`src/rtl/dsp_fb_calc.sv`:
```
// Feedback calculator: per-channel scaled charge x signal product with
// saturate/wrap output, plus a bunch-triggered sequencer that times the
// feedback-condition and DAC-update strobes.

// One channel of the 3-stage multiply/scale pipeline.
module dsp_fb_lane #(
  parameter int CW   = 21,
  parameter int SW   = 17,
  parameter int OW   = 15,
  parameter int FRAC = 12
) (
  input  logic          clk,
  input  logic          rst_n,
  input  logic [CW-1:0] charge_i,
  input  logic [SW-1:0] signal_i,
  input  logic          sat_en_i,
  output logic [OW-1:0] pout_o,
  output logic          oflow_o
);
  localparam int PW = CW + SW;
  localparam int HB = FRAC + OW - 1;   // top bit kept in the output (sign bit)

  logic signed [CW-1:0] chg_q;
  logic signed [SW-1:0] sig_q;
  logic signed [PW-1:0] prod_q, prod_d;
  logic        [OW-1:0] pout_q, pout_d;
  logic                 oflow_q, oflow_d;
  logic      [PW-1-HB:0] hi;

  // Full-width signed product; both operands sign-extended before multiply.
  always_comb prod_d = PW'(chg_q) * PW'(sig_q);

  // Overflow when the discarded high bits are not a pure sign extension.
  always_comb begin
    hi      = prod_q[PW-1:HB];
    oflow_d = !((&hi) || !(|hi));
    pout_d  = prod_q[HB:FRAC];
    if (oflow_d && sat_en_i)
      pout_d = prod_q[PW-1] ? {1'b1, {(OW-1){1'b0}}} : {1'b0, {(OW-1){1'b1}}};
  end

  // S1 input capture, S2 product, S3 scaled result.
  always_ff @(posedge clk or negedge rst_n) begin
    if (!rst_n) begin
      chg_q   <= '0;
      sig_q   <= '0;
      prod_q  <= '0;
      pout_q  <= '0;
      oflow_q <= 1'b0;
    end else begin
      chg_q   <= charge_i;
      sig_q   <= signal_i;
      prod_q  <= prod_d;
      pout_q  <= pout_d;
      oflow_q <= oflow_d;
    end
  end

  assign pout_o  = pout_q;
  assign oflow_o = oflow_q;
endmodule

module dsp_fb_calc #(
  parameter int NCH  = 2,
  parameter int CW   = 21,
  parameter int SW   = 17,
  parameter int OW   = 15,
  parameter int FRAC = 12,
  parameter int JW   = 8
) (
  input  logic              clk,
  input  logic              rst_n,
  input  logic [NCH*CW-1:0] charge_in,
  input  logic [NCH*SW-1:0] signal_in,
  input  logic              store_strb,
  input  logic              bunch_strb,
  input  logic              fb_en,
  input  logic              sat_en,
  input  logic [JW-1:0]     cond_start,
  input  logic [JW-1:0]     dac_start,
  output logic [NCH*OW-1:0] pout,
  output logic [NCH-1:0]    oflow,
  output logic              fb_cond,
  output logic              dac_clk
);
  typedef enum logic {IDLE, COUNT} st_t;

  st_t           st_q, st_d;
  logic [JW-1:0] j_q, j_d;
  logic          store_q, clr_q, fall;
  logic          fb_cond_q, fb_cond_d, dac_clk_q, dac_clk_d;
  logic [JW-1:0] cond_p1, dac_p1;
  logic          cond_hit, dac_hit;

  genvar g;
  generate
    for (g = 0; g < NCH; g++) begin : g_lane
      dsp_fb_lane #(.CW(CW), .SW(SW), .OW(OW), .FRAC(FRAC)) u_lane (
        .clk      (clk),
        .rst_n    (rst_n),
        .charge_i (charge_in[g*CW +: CW]),
        .signal_i (signal_in[g*SW +: SW]),
        .sat_en_i (sat_en),
        .pout_o   (pout[g*OW +: OW]),
        .oflow_o  (oflow[g])
      );
    end
  endgenerate

  assign cond_p1 = cond_start + JW'(1);
  assign dac_p1  = dac_start + JW'(1);
  assign fall    = store_q & ~store_strb;

  // Sequencer next state: store low wins, then start/stop/count.
  always_comb begin
    st_d = st_q;
    j_d  = j_q;
    if (!store_strb) begin
      st_d = IDLE;
      j_d  = '0;
    end else begin
      case (st_q)
        IDLE: if (bunch_strb) begin
          st_d = COUNT;
          j_d  = JW'(1);
        end
        COUNT: begin
          if (j_q == dac_p1) begin
            st_d = IDLE;
            j_d  = '0;
          end else if (j_q != {JW{1'b1}}) begin
            j_d = j_q + JW'(1);
          end
        end
        default: begin
          st_d = IDLE;
          j_d  = '0;
        end
      endcase
    end
  end

  // Strobe decode: two-clock windows from the live start values, plus clear pulse.
  always_comb begin
    cond_hit  = (st_q == COUNT) && ((j_q == cond_start) || (j_q == cond_p1));
    dac_hit   = (st_q == COUNT) && ((j_q == dac_start) || (j_q == dac_p1));
    fb_cond_d = fb_en & cond_hit;
    dac_clk_d = fb_en & (dac_hit | fall | clr_q);
  end

  // Sequencer, store-edge detector and registered strobes.
  always_ff @(posedge clk or negedge rst_n) begin
    if (!rst_n) begin
      st_q      <= IDLE;
      j_q       <= '0;
      store_q   <= 1'b0;
      clr_q     <= 1'b0;
      fb_cond_q <= 1'b0;
      dac_clk_q <= 1'b0;
    end else begin
      st_q      <= st_d;
      j_q       <= j_d;
      store_q   <= store_strb;
      clr_q     <= fall;
      fb_cond_q <= fb_cond_d;
      dac_clk_q <= dac_clk_d;
    end
  end

  assign fb_cond = fb_cond_q;
  assign dac_clk = dac_clk_q;
endmodule
```
`config.mk`:
```
export PLATFORM = sky130hd
export DESIGN_NAME = dsp_fb_calc
export DESIGN_NICKNAME = d
export VERILOG_FILES = /design/src/rtl/dsp_fb_calc.sv
export SDC_FILE = /design/constraint.sdc
export NUM_CORES = 2
export LEC_CHECK = 0
export ABC_AREA = 1
export BUFFER_PORTS_ARGS = -buffer_cell sky130_fd_sc_hd__buf_2
export CAP_MARGIN = 10
export CORE_MARGIN = 2
export CORE_UTILIZATION = 59
export CTS_BUF_LIST = sky130_fd_sc_hd__clkbuf_16
export CTS_CLUSTER_DIAMETER = 200
export CTS_CLUSTER_SIZE = 20
export DETAILED_ROUTE_END_ITERATION = 8
export PLACE_DENSITY = 0.8
export SLEW_MARGIN = 20
export SYNTH_ARGS = -nofsm -noshare
export SYNTH_HDL_FRONTEND = slang
export SYNTH_SLANG_ARGS = --single-unit
```
`constraint.sdc`:
```
create_clock -name clk -period 5.8 [get_ports clk]
set_input_delay 1.45 -clock clk [delete_from_list [all_inputs] [get_ports clk]]
set_output_delay 1.45 -clock clk [all_outputs]
set_load 0.05 [all_outputs]
```
# Yosys cells after proc, flatten, opt, wreduce, memory -nomap -nowiden
# Cells that the tools add are included.
[classes]
mux = 13
bitwise = 7
div = 0
n_lt_le_gt_ge = 0
addsub = 3
n_reduce_logical = 17
eq_ne = 7
shift = 0
mul = 2
[op_table]
columns = ["cell", "count"]
rows = [
  ["multiplier 21 x 17 -> 38 bit", 2],
  ["2-to-1 mux 15 bit", 4],
  ["== test 8 bit", 4],
  ["2-to-1 mux 8 bit", 4],
  ["adder 8 x 1 -> 8 bit, second input constant", 3],
  ["AND reduction 12 bit", 2],
  ["OR reduction 12 bit", 2],
  ["case mux 8 bit (2 select lines)", 1],
  ["!= test 8 bit, second input constant", 1],
  ["logical AND 1 bit", 4],
  ["zero test 1 bit", 4],
  ["logical OR 1 bit", 4],
  ["!= test 4 x 2 -> 1 bit, second input constant", 1],
  ["AND 1 bit", 3],
  ["2-to-1 mux 1 bit", 3],
  ["!= test 3 bit, second input constant", 1],
  ["inverter 1 bit", 2],
  ["bitwise OR 1 bit", 2],
  ["case mux 1 bit (2 select lines)", 1],
  ["AND reduction 2 bit", 1],
]
[word_totals]
elab_cells = 65
regBits = 197
input_bits = 98
ram_bits = 0
output_inout_bits = 34
n_memories = 0
latchBits = 0
romBits = 0

# Logic depth before layout (Yosys ltp)
[depth]
depth_word = 7
mapped_depth = 29
mapped_depth_nobuf = 27

# Modules after synthesis
# Synthesis repeated with hierarchy kept, for this count alone.
[hier_totals]
hier_cells = 4061
hier_area_um2 = 33099.2
[modules_own_cells]
columns = ["module", "cells_each", "area_each_um2", "seq_area_each_um2", "instances"]
rows = [
  ["dsp_fb_lane (g_lane[0].u_lane)", 1936, 15889.0, 2001.9, 1],
  ["dsp_fb_lane (g_lane[1].u_lane)", 1907, 15822.7, 2001.9, 1],
  ["dsp_fb_calc", 218, 1387.6, 325.3, 1],
]

# Least setup slack after synthesis
# No wires, ideal clock.
[synth_timing]
path_type = "reg-to-reg"
from = "reg g_lane[1].u_lane.chg_q[20]"
to = "reg g_lane[1].u_lane.prod_q[37]"
t_arrival_ns = 5.503
stages_incl_launch_ff = 21
setup_ns = 0.118
period_less_slack_ns = 5.621
n_path_buf = 2
slack_ns = 0.179
t_required_ns = 5.682
path_cell_list = "dfrtp_1 > clkbuf_1 > clkbuf_1 > nand2_1 > fa_1 > inv_1 > fa_1 > fa_1 > fa_1 > fa_1 > fa_1 > ha_1 > nand2_1 > inv_1 > a21oi_1 > a21boi_0 > nor2_1 > nor2_1 > nand3_1 > nand2_1 > nand2_1"
[synth_between]
elab_chain_cells = 1
[synth_rtl]
columns = ["element", "line_no", "rtl"]
rows = [
  ["start, declared", "23", "logic signed [CW-1:0] chg_q;"],
  ["start signal, assigned", "51", "chg_q <= charge_i;"],
  ["multiplier 21 x 17 -> 38 bit", "31", "always_comb prod_d = PW'(chg_q) * PW'(sig_q);"],
  ["via g_lane[1].u_lane.prod_d[37]", "25", "logic signed [PW-1:0] prod_q, prod_d;"],
  ["end signal, assigned", "53", "prod_q <= prod_d;"],
  ["end, declared", "25", ""],
]
# The timed path passes the listed nets, and every way through them passes these cells.
# A chain may end at the register's enable or synchronous reset.

# Worst setup path in the final report
[layout_timing]
from = "reg g_lane[1].u_lane.sig_q[2]"
to = "reg g_lane[1].u_lane.prod_q[34]"
[layout_between]
elab_chain_cells = 1
[layout_rtl]
columns = ["element", "line_no", "rtl"]
rows = [
  ["start, declared", "24", "logic signed [SW-1:0] sig_q;"],
  ["start signal, assigned", "52", "sig_q <= signal_i;"],
  ["multiplier 21 x 17 -> 38 bit", "31", ""],
  ["via g_lane[1].u_lane.prod_d[34]", "25", ""],
]
# The timed path passes the listed nets, and every way through them passes these cells.

==> results.md <==
- Final period util: 96.92%
- Crit path launch type: flip-flop
- Crit-path leading delay family: adder cells
- RSZ-0062 raised after global routing: yes
- Drt initial violations: around 2k
- Core Box Area: about 55,000 um2
- Area leader, netlist: fa_1
- Synth cell types: 40
- Fill count: about 4.4k
- Final Cell Area: ~37,000 um2
- Worst path max stage delay: 0.55 ns
- Hold Crit Class: reg -> reg
- Max_slew headroom: 46.96%
- Starting Density: 59.77%
- First-pass DRT Iterations: 5
- Reg2Reg Setup Slack: 0.18 ns
- Crit path to: g_lane[1].u_lane.prod_q[34]
- Skew final: approximately 0.018 ns
- CTS tree: yes
- Rows: 86
- Syn avg cell area: around 8 um2
- Area after DPL: between 30,000 and 40,000 um2
- Avg WL per Cell: 16.38 um
- P&R area growth vs syn: 12.32%
- Final Max Tran Viols: 0
- Worst r2r path cells: 21
- CP bufs+invs: 6
- Hold-fix buffers, CTS: 0
- Synthesized cell area: about 33,000 um2
- Initial antenna violation count: 2
- Max Cap Viol: 0
- Area contributors post-synth: fa_1, inv_1, dfrtp_1
- Via count: 25.96k
- Final hold vios: 0
- Slowest cell on crit path: fa_1
- GP Congestion: 0.9364
- Synth cell count leaders: inv_1, nand2_1, fa_1, ha_1, dfrtp_1
- Clock-pin slew on the worst setup and hold paths: 0.09 ns
- Vias in the first global route: approximately 28k
- Mapped Cells: 4,019
- DIE WIDTH: 240.3 um
- Vias per cell: around 5.2
- Synth Warn #: 0
- Port Buffers: 131
- Net count reported at finish: about 5.2k
- Max Root-Sink Buffers: 2
- Crit path max fanout: 6
- Crit-path cells: buf_6 > nand2_1 > fa_1 > inv_1 > fa_1 > inv_1 > fa_1 > inv_1 > fa_1 > fa_1 > inv_1 > fa_1 > inv_1 > ha_1 > nand2_1 > nor4_2 > nand2_1 > nand2_1 > nand3_1 > nand2_1 > xor2_1
- Required time worst endpoint: 6.24 ns
- Critical Path Stages: 21
- CP Capture Type: flip-flop
- Max Freq: 177.9 MHz
- Drc violations: 0
- Largest net degree at the start of global routing: 86
- Critical R2R Launch: g_lane[1].u_lane.sig_q[2]
- Fraction of layout cells with a size suffix above 1: 13.03%
- #FFs+latches synth: about 170
- Setup CP Type: reg -> reg
- Remaining Overflow, GRT: 0
- Post-synth ARST share: 100.0%
- Crit path time final: 5.621 ns
- Reg2reg end: g_lane[1].u_lane.prod_q[34]
- GRT Resource Usage Total: 30.99%
- Most used DFF post-synth: dfrtp_1
- Worst Tran Pin Value: around 0.8 ns
- Critical Path AT: 6.06 ns
- Clk sink count: 173
- Routed Antenna Nets: 0
- Max H-tree Level: 4
- Most used cell, CP: fa_1
- Sequential element share of the synthesized area: 13.15%
- Status: finished, final reports clean
- Most numerous cell in the Yosys netlist: inv_1
- HPWL Detailed: 68,390 um
- Critical path origin: g_lane[1].u_lane.sig_q[2]
- Full die area: 57,720 um2
- CTS Buf Count: 17
- Final wirelength: around 82,000 um
- Mapped Nets: 5,008
- CTS Root Cell: clkbuf_16
- # setup viols final: 0
- Clk_lat worst skew: 0.51 ns
- Synth top area share: between 40% and 50%
- EDFF count, synth: 0
- Ports: 132
- Die Y: 240.3 um
- First-pass GRT wire length: ~140,000 um
## worst min-delay path by stage
stage,from,endpoint,cells past startpoint
after floorplan,g_lane[0].u_lane.prod_q[12],g_lane[0].u_lane.pout_o[0],2
after global placement,g_lane[1].u_lane.prod_q[19],g_lane[1].u_lane.pout_o[7],2
after detailed placement,g_lane[1].u_lane.prod_q[17],g_lane[1].u_lane.pout_o[5],2
after CTS,g_lane[1].u_lane.prod_q[17],g_lane[1].u_lane.pout_o[5],2
after global routing,g_lane[1].u_lane.prod_q[17],g_lane[1].u_lane.pout_o[5],2
final,g_lane[1].u_lane.prod_q[17],g_lane[1].u_lane.pout_o[5],2
## timing repair
item                                    in CTS  in global routing
resized for setup                            3                116
setup buffers                                0                 13
pin swaps                                    0                 11
endpoints found under the setup margin       5                 43
## per-layer routing
layer,share of wire [%],vias up,wire (um),track usage [%]
met1,41,12850,33710,42.37
li1,-,11780,-,-
met2,47,1090,38610,49.47
met4,3.8,2,3133,12.37
met3,8.2,236,6704,5.626
met5,0.016,-,13,0
## layout by cell type, fill, tap and decap left out, drive strengths merged, types with 22 or more instances in the layout
cell	Yosys	final
inv	1180	1187
buf	12	377
a21oi	75	75
fa	710	710
nand2	1068	1068
nand3	73	73
ha	181	181
xnor2	22	22
o21ai	53	53
dfrtp	173	173
xor2	46	46
nor2	170	170
## kinds of logic (layout without fill, tap and decap cells)
| logic type | after synthesis | after routing | share of synthesized area [%] |
|---|---|---|---|
| AO/OA/AOI/OAI | 167 | 167 | 2.903 |
| XOR/XNOR | 68 | 68 | 1.809 |
| adder cells (fa/ha/maj) | 891 | 891 | 50.04 |
| buffers and inverters | 1342 | 1590 | 15.43 |
| flip-flops | 173 | 173 | 13.15 |
| other | 0 | 1 | 0 |
| AND/OR/NAND/NOR | 1378 | 1378 | 16.68 |
## final cells by class
cell class / instances / area (um2) / area share, %
antenna: 1 / 2.502 / 0.006765
clock buffer: 17 / 425.4 / 1.150
clock inverter: 15 / 187.7 / 0.5074
inverter: 1180 / 4429 / 11.97
multi-input combinational: 2504 / 23830 / 64.42
sequential: 173 / 4379 / 11.84
tap: 748 / 935.9 / 2.530
timing repair buffer: 378 / 2803 / 7.577
## through the flow
step	utilization [%]	cells	TNS [ns]	hold WS [ns]	setup slack (ns)
6_report	67.14	5016	0	0.4511	0.1786
5_1_grt	67.14	5016	-0.2127	0.4637	-0.04307
4_1_cts	66.26	5002	0	0.4496	0.002185
3_5_place_dp	65.14	4970	-0.1866	0.4321	-0.08715
3_3_place_gp	65.14	4970	0	0.4329	0.02387
2_1_floorplan	-	4019	0	0.4255	0.1786
## flip-flops by register name, summed over array words and instances (netlist names), 2 cells and up
signal                 count
g_lane.u_lane.sig_q       34
g_lane.u_lane.oflow_o      2
g_lane.u_lane.prod_q      52
j_q                        8
g_lane.u_lane.pout_o      30
g_lane.u_lane.chg_q       42
## worst register-to-register path: stages (launching register included)
cell	delay, ns
dfrtp_2	0.50
buf_6	0.17
nand2_1	0.09
fa_1	0.55
inv_1	0.05
fa_1	0.53
inv_1	0.05
fa_1	0.50
inv_1	0.05
fa_1	0.50
fa_1	0.50
inv_1	0.05
fa_1	0.47
inv_1	0.04
ha_1	0.36
nand2_1	0.15
nor4_2	0.35
nand2_1	0.08
nand2_1	0.16
nand3_1	0.10
nand2_1	0.13
xor2_1	0.16
Power is left out: the tool's default activity adds up to more than one toggle a clock period on the data nets, which glitch-free logic cannot reach.
